File: config.mk
export PLATFORM = sky130hd
export DESIGN_NAME = idct_transpose4
export DESIGN_NICKNAME = d
export VERILOG_FILES = /design/src/rtl/idct_transpose4.sv
export SDC_FILE = /design/constraint.sdc
export NUM_CORES = 1
export LEC_CHECK = 0
export ABC_AREA = 1
export BUFFER_PORTS_ARGS = -buffer_cell sky130_fd_sc_hd__buf_4
export CORE_ASPECT_RATIO = 0.75
export CORE_MARGIN = 2
export CORE_UTILIZATION = 30
export CTS_BUF_LIST = sky130_fd_sc_hd__clkbuf_4
export DETAILED_ROUTE_END_ITERATION = 10
export PLACE_DENSITY_LB_ADDON = 0.15
export REMOVE_ABC_BUFFERS = 1
export SETUP_SLACK_MARGIN = 0.3
export SYNTH_ARGS = -nofsm -noshare
export SYNTH_HDL_FRONTEND = slang
export SYNTH_SLANG_ARGS = --single-unit
File: constraint.sdc
create_clock -name clk -period 7.65 [get_ports clk]
set_input_delay 1.1475 -clock clk [delete_from_list [all_inputs] [get_ports clk]]
set_output_delay 1.1475 -clock clk [all_outputs]
set_load 0.02 [all_outputs]
File: src/rtl/idct_transpose4.sv
// 4x4 ping-pong transpose between IDCT stages: rows in, columns out, first column the cycle after the last row.
// out_ready stalls only the read side; IDCT_TRANSPOSE_CLIP_EN saturates inputs to [CLIP_MIN, CLIP_MAX] before storage.
module idct_transpose4 #(
  parameter int W        = 25,
  parameter int CLIP_MIN = -32768,
  parameter int CLIP_MAX = 32767
) (
  input  logic                clk,
  input  logic                reset,
  input  logic                in_valid,
  output logic                in_ready,
  input  logic signed [W-1:0] d_in_1,
  input  logic signed [W-1:0] d_in_2,
  input  logic signed [W-1:0] d_in_3,
  input  logic signed [W-1:0] d_in_4,
  output logic                out_valid,
  input  logic                out_ready,
  output logic                out_last,
  output logic signed [W-1:0] d_out_1,
  output logic signed [W-1:0] d_out_2,
  output logic signed [W-1:0] d_out_3,
  output logic signed [W-1:0] d_out_4
);

`ifdef IDCT_TRANSPOSE_CLIP_EN
  localparam bit CLIP_ON = 1'b1;
`else
  localparam bit CLIP_ON = 1'b0;
`endif

  localparam logic signed [W-1:0] LO = W'(CLIP_MIN);
  localparam logic signed [W-1:0] HI = W'(CLIP_MAX);

  function automatic logic signed [W-1:0] sat(input logic signed [W-1:0] v);
    logic signed [W-1:0] r;
    r = v;
    if (CLIP_ON) begin
      if (v > HI) r = HI;
      else if (v < LO) r = LO;
    end
    return r;
  endfunction

  logic signed [W-1:0] mem [2][4][4];
  logic signed [W-1:0] wdat [4];
  logic       wbank, rbank;
  logic [1:0] wrow, rcol;
  logic [1:0] full, full_nxt;
  logic       wr_fire, rd_fire;

  assign in_ready  = !full[wbank];
  assign out_valid = full[rbank];
  assign out_last  = out_valid && (rcol == 2'd3);
  assign wr_fire   = in_valid && in_ready;
  assign rd_fire   = out_valid && out_ready;

  assign d_out_1 = mem[rbank][0][rcol];
  assign d_out_2 = mem[rbank][1][rcol];
  assign d_out_3 = mem[rbank][2][rcol];
  assign d_out_4 = mem[rbank][3][rcol];

  always_comb begin
    wdat[0] = sat(d_in_1);
    wdat[1] = sat(d_in_2);
    wdat[2] = sat(d_in_3);
    wdat[3] = sat(d_in_4);
  end

  // A write can only target an empty bank and a read a full one, so the two updates never collide.
  always_comb begin
    full_nxt = full;
    if (rd_fire && rcol == 2'd3) full_nxt[rbank] = 1'b0;
    if (wr_fire && wrow == 2'd3) full_nxt[wbank] = 1'b1;
  end

  always_ff @(posedge clk) begin
    if (!reset) begin
      for (int b = 0; b < 2; b++)
        for (int r = 0; r < 4; r++)
          for (int c = 0; c < 4; c++)
            mem[b][r][c] <= '0;
      wbank <= 1'b0;
      rbank <= 1'b0;
      wrow  <= 2'd0;
      rcol  <= 2'd0;
      full  <= 2'b00;
    end else begin
      if (wr_fire) begin
        for (int c = 0; c < 4; c++)
          mem[wbank][wrow][c] <= wdat[c];
        wrow <= wrow + 2'd1;
        if (wrow == 2'd3) wbank <= ~wbank;
      end
      if (rd_fire) begin
        rcol <= rcol + 2'd1;
        if (rcol == 2'd3) rbank <= ~rbank;
      end
      full <= full_nxt;
    end
  end

endmodule

==> flow_summary.toml <==
[sta]
rsz0062_at_grt = "no"
max_freq_ghz = 0.188
slew_headroom_pct = 17.2
finalHoldWorstSlack_ps = 296
hold_violations = 0
setup_violations = 0
period_share_pct = 69.4
clock_skew_ps = 49.4
finalCriticalPeriod_ps = 5310
fin_ws_ps = 2340
finalMaxSlewViolations = 0
worst_slew_pin_slew_ps = 1240

[cells_and_area]
area_growth_pct = 15.5
drive_gt1_share_pct = 14.8
num-nets-final = 4308

[worst_setup_path]
cp_cell_sequence = "buf_4, buf_4, o21ai_0, o22ai_1, nand2_1, nand2_1, buf_4"
r2r-end = "mem[1][310]"
r2r-start = "wbank"
crit_path_max_fanout = 67
crit_required_ps = 6500
cpMaxStageDelayCell = "buf_4"
cp_slowest_stage_delay_ps = 820
crit_top_cell = "buf_4"
rrSetupSlack_ps = 3630
crit_type = "flop to output port"
end_kind = "output port"
rr_worst_depth = 8
crit_arrival_ps = 4160
cp-start-kind = "flop"

[placed_design]
gp_congestion = 0.732
hpwl_um = 69100
port_buffers = 206
post-place-ws_ps = 2820

[yosys]
synth_edf_count = 800
async_reset_ff_share_pct = 0
syn_avg_cell_area_um2 = 9.48
syn_inst = 4011
synth_top_flop_cell = "edfxtp_1"
synth.ff_latch_count = 809
synth_warnings = 0
synth_common_cells = "852 x nor2_1, 800 x edfxtp_1, 630 x nand2_1"
syn-cell-area_mm2 = 0.0380
ys_types = 26
yosysSeqAreaShare_pct = 63.6
synth_top_area_share_pct = 63.2
synth.most_common_cell = "nor2_1"
synth_area_leader_cell = "edfxtp_1"
synthTopCellsByArea = "edfxtp_1 63%, nor2_1 8.4%, nand2_1 6.2%"

[floorplanning]
dieHeight_um = 312
io_pins = 207
dieArea_mm2 = 0.130
fp.coreArea_mm2 = 0.126
rows = 113
die_w_um = 415
start_util_pct = 30.1

[global_route]
grt_usage_pct = 19.9
grt_overflow_total = 0
grt_max_degree = 196
first_global_vias = 29800
grt_pass1_wl_um = 193000
grt_antenna_before_repair = 2

[min_path]
worstHoldEndpoint = "mem[1][48]"
hp-class = "input pin to flop"
whs_path_depth = 3
hold_path.startpoint = "d_in_3[23]"

[detailed_routing]
firstDrtPassIters = 5
antenna_left = 0
wl_um = 129000
drtIter0Drc = 2301
routedWlPerCell_um = 21.4
vias_per_cell = 4.89
route.detailed.drc = 0
vias = 29600

[run]
maxCapViolCount = 0

[run_status]
outcome = "complete, no violations"

[clock_network]
numClockSinks = 809
cts_resized = 0
h-tree-depth = 4
tritoncts = "done"
clk_pin_slew_ps = 60
cts_setup_buffers = 0
numCtsBuffers = 223
root_buffer = "clkbuf_4"
clkLatencyLatePin_ps = 1180
cts_hold_buf = 0
clockBufferDepth = 3

[power]
vdd_drop_max_uv = 113
power.density_mw_per_mm2 = 237
power.total_mw = 10.4
p_leak_nw = 18.5
[where the power goes]
group	internal, mW	leakage, nW	total [mW]	switching [mW]
logic	0.236	8.49	1.00	0.765
registers	5.24	8.30	5.32	0.0758
clock network	2.16	1.75	4.08	1.92
[layout make-up]
cell class | count | area, um^2
Multi-Input combinational cell | 2517 | 11200
Inverter | 396 | 1510
Antenna cell | 5 | 12.5
Sequential cell | 809 | 24200
Fill cell | 13100 | 82300
Clock inverter | 56 | 307
Timing Repair Buffer | 252 | 1940
Clock buffer | 350 | 2630
Tap cell | 1667 | 2090
[worst max-delay path by stage]
stage,from,to,cells after the start
after floorplan,flop,d_out_4[19],5
after global routing,rcol[0],d_out_4[17],7
after detailed placement,reset,mem[0][24],9
after global placement,reset,mem[0][53],9
after CTS,rcol[0],d_out_1[21],7
final,rcol[0],d_out_4[17],7
[layer usage]
metal	GRT usage (%)	part of all wire, %	vias up
li1	-	-	14100
met1	26.8	45	14400
met2	32.0	46	844
met3	3.27	5.5	210
met4	7.62	2.8	0
met5	0	0	-
[cells in the final DEF, fill, tap and decap left out, types with 2 or more instances in the layout]
| cell type | count |
|---|---|
| edfxtp_1 | 800 |
| nor2_1 | 851 |
| diode_2 | 5 |
| nand4_4 | 2 |
| dfxtp_4 | 3 |
| inv_2 | 5 |
| clkinv_1 | 69 |
| bufinv_16 | 3 |
| inv_6 | 2 |
| nand2_2 | 4 |
| o21ai_1 | 12 |
| o21ai_0 | 413 |
| o22ai_1 | 200 |
| inv_1 | 363 |
| buf_12 | 4 |
| dfxtp_1 | 6 |
| ha_1 | 4 |
| clkinv_4 | 2 |
| nand2_4 | 9 |
| clkbuf_4 | 350 |
| buf_4 | 248 |
| clkinv_2 | 5 |
| a21oi_1 | 13 |
| nand2_1 | 618 |
| nor2_4 | 2 |
| nand3_1 | 356 |
| o21ai_2 | 2 |
| nor3_1 | 25 |
[logic make-up (layout without fill, tap and decap cells)]
| group | count (synthesis) | after routing | synth area share (%) |
|---|---|---|---|
| AND/OR/NAND/NOR | 1871 | 1871 | 19.9 |
| adder cells (fa/ha/maj) | 5 | 5 | 0.164 |
| other | 0 | 5 | 0 |
| AO/OA/AOI/OAI | 641 | 641 | 9.12 |
| buffers and inverters | 685 | 1054 | 7.23 |
| flip-flops | 809 | 809 | 63.6 |
[registers in the layout, summed over array words and instances, names as in the netlist, named ones only]
name,cells
rcol,2
full,2
wrow,2
rbank,1
mem,800
wbank,1
[per-stage QoR]
stage | TNS, ps | instances | util, % | area [um^2]
6_report | 0 | 6052 | 34.8 | 43900
5_1_grt | 0 | 6051 | 34.8 | 43900
4_1_cts | 0 | 6047 | 34.8 | 43900
3_5_place_dp | 0 | 5641 | 32.5 | 41000
3_3_place_gp | 0 | 5641 | 32.5 | 41000
2_1_floorplan | -1038040 | 3722 | - | 36800
[critical path: cells and delay by family (launching register included)]
family / cells / cell delay, ps
and+or+nand+nor: 2 / 320
DFF: 1 / 650
buffers and inverters: 3 / 1580
AOI/OAI and AO/OA: 2 / 430
Note: power is estimated with default switching activity, not from simulation.
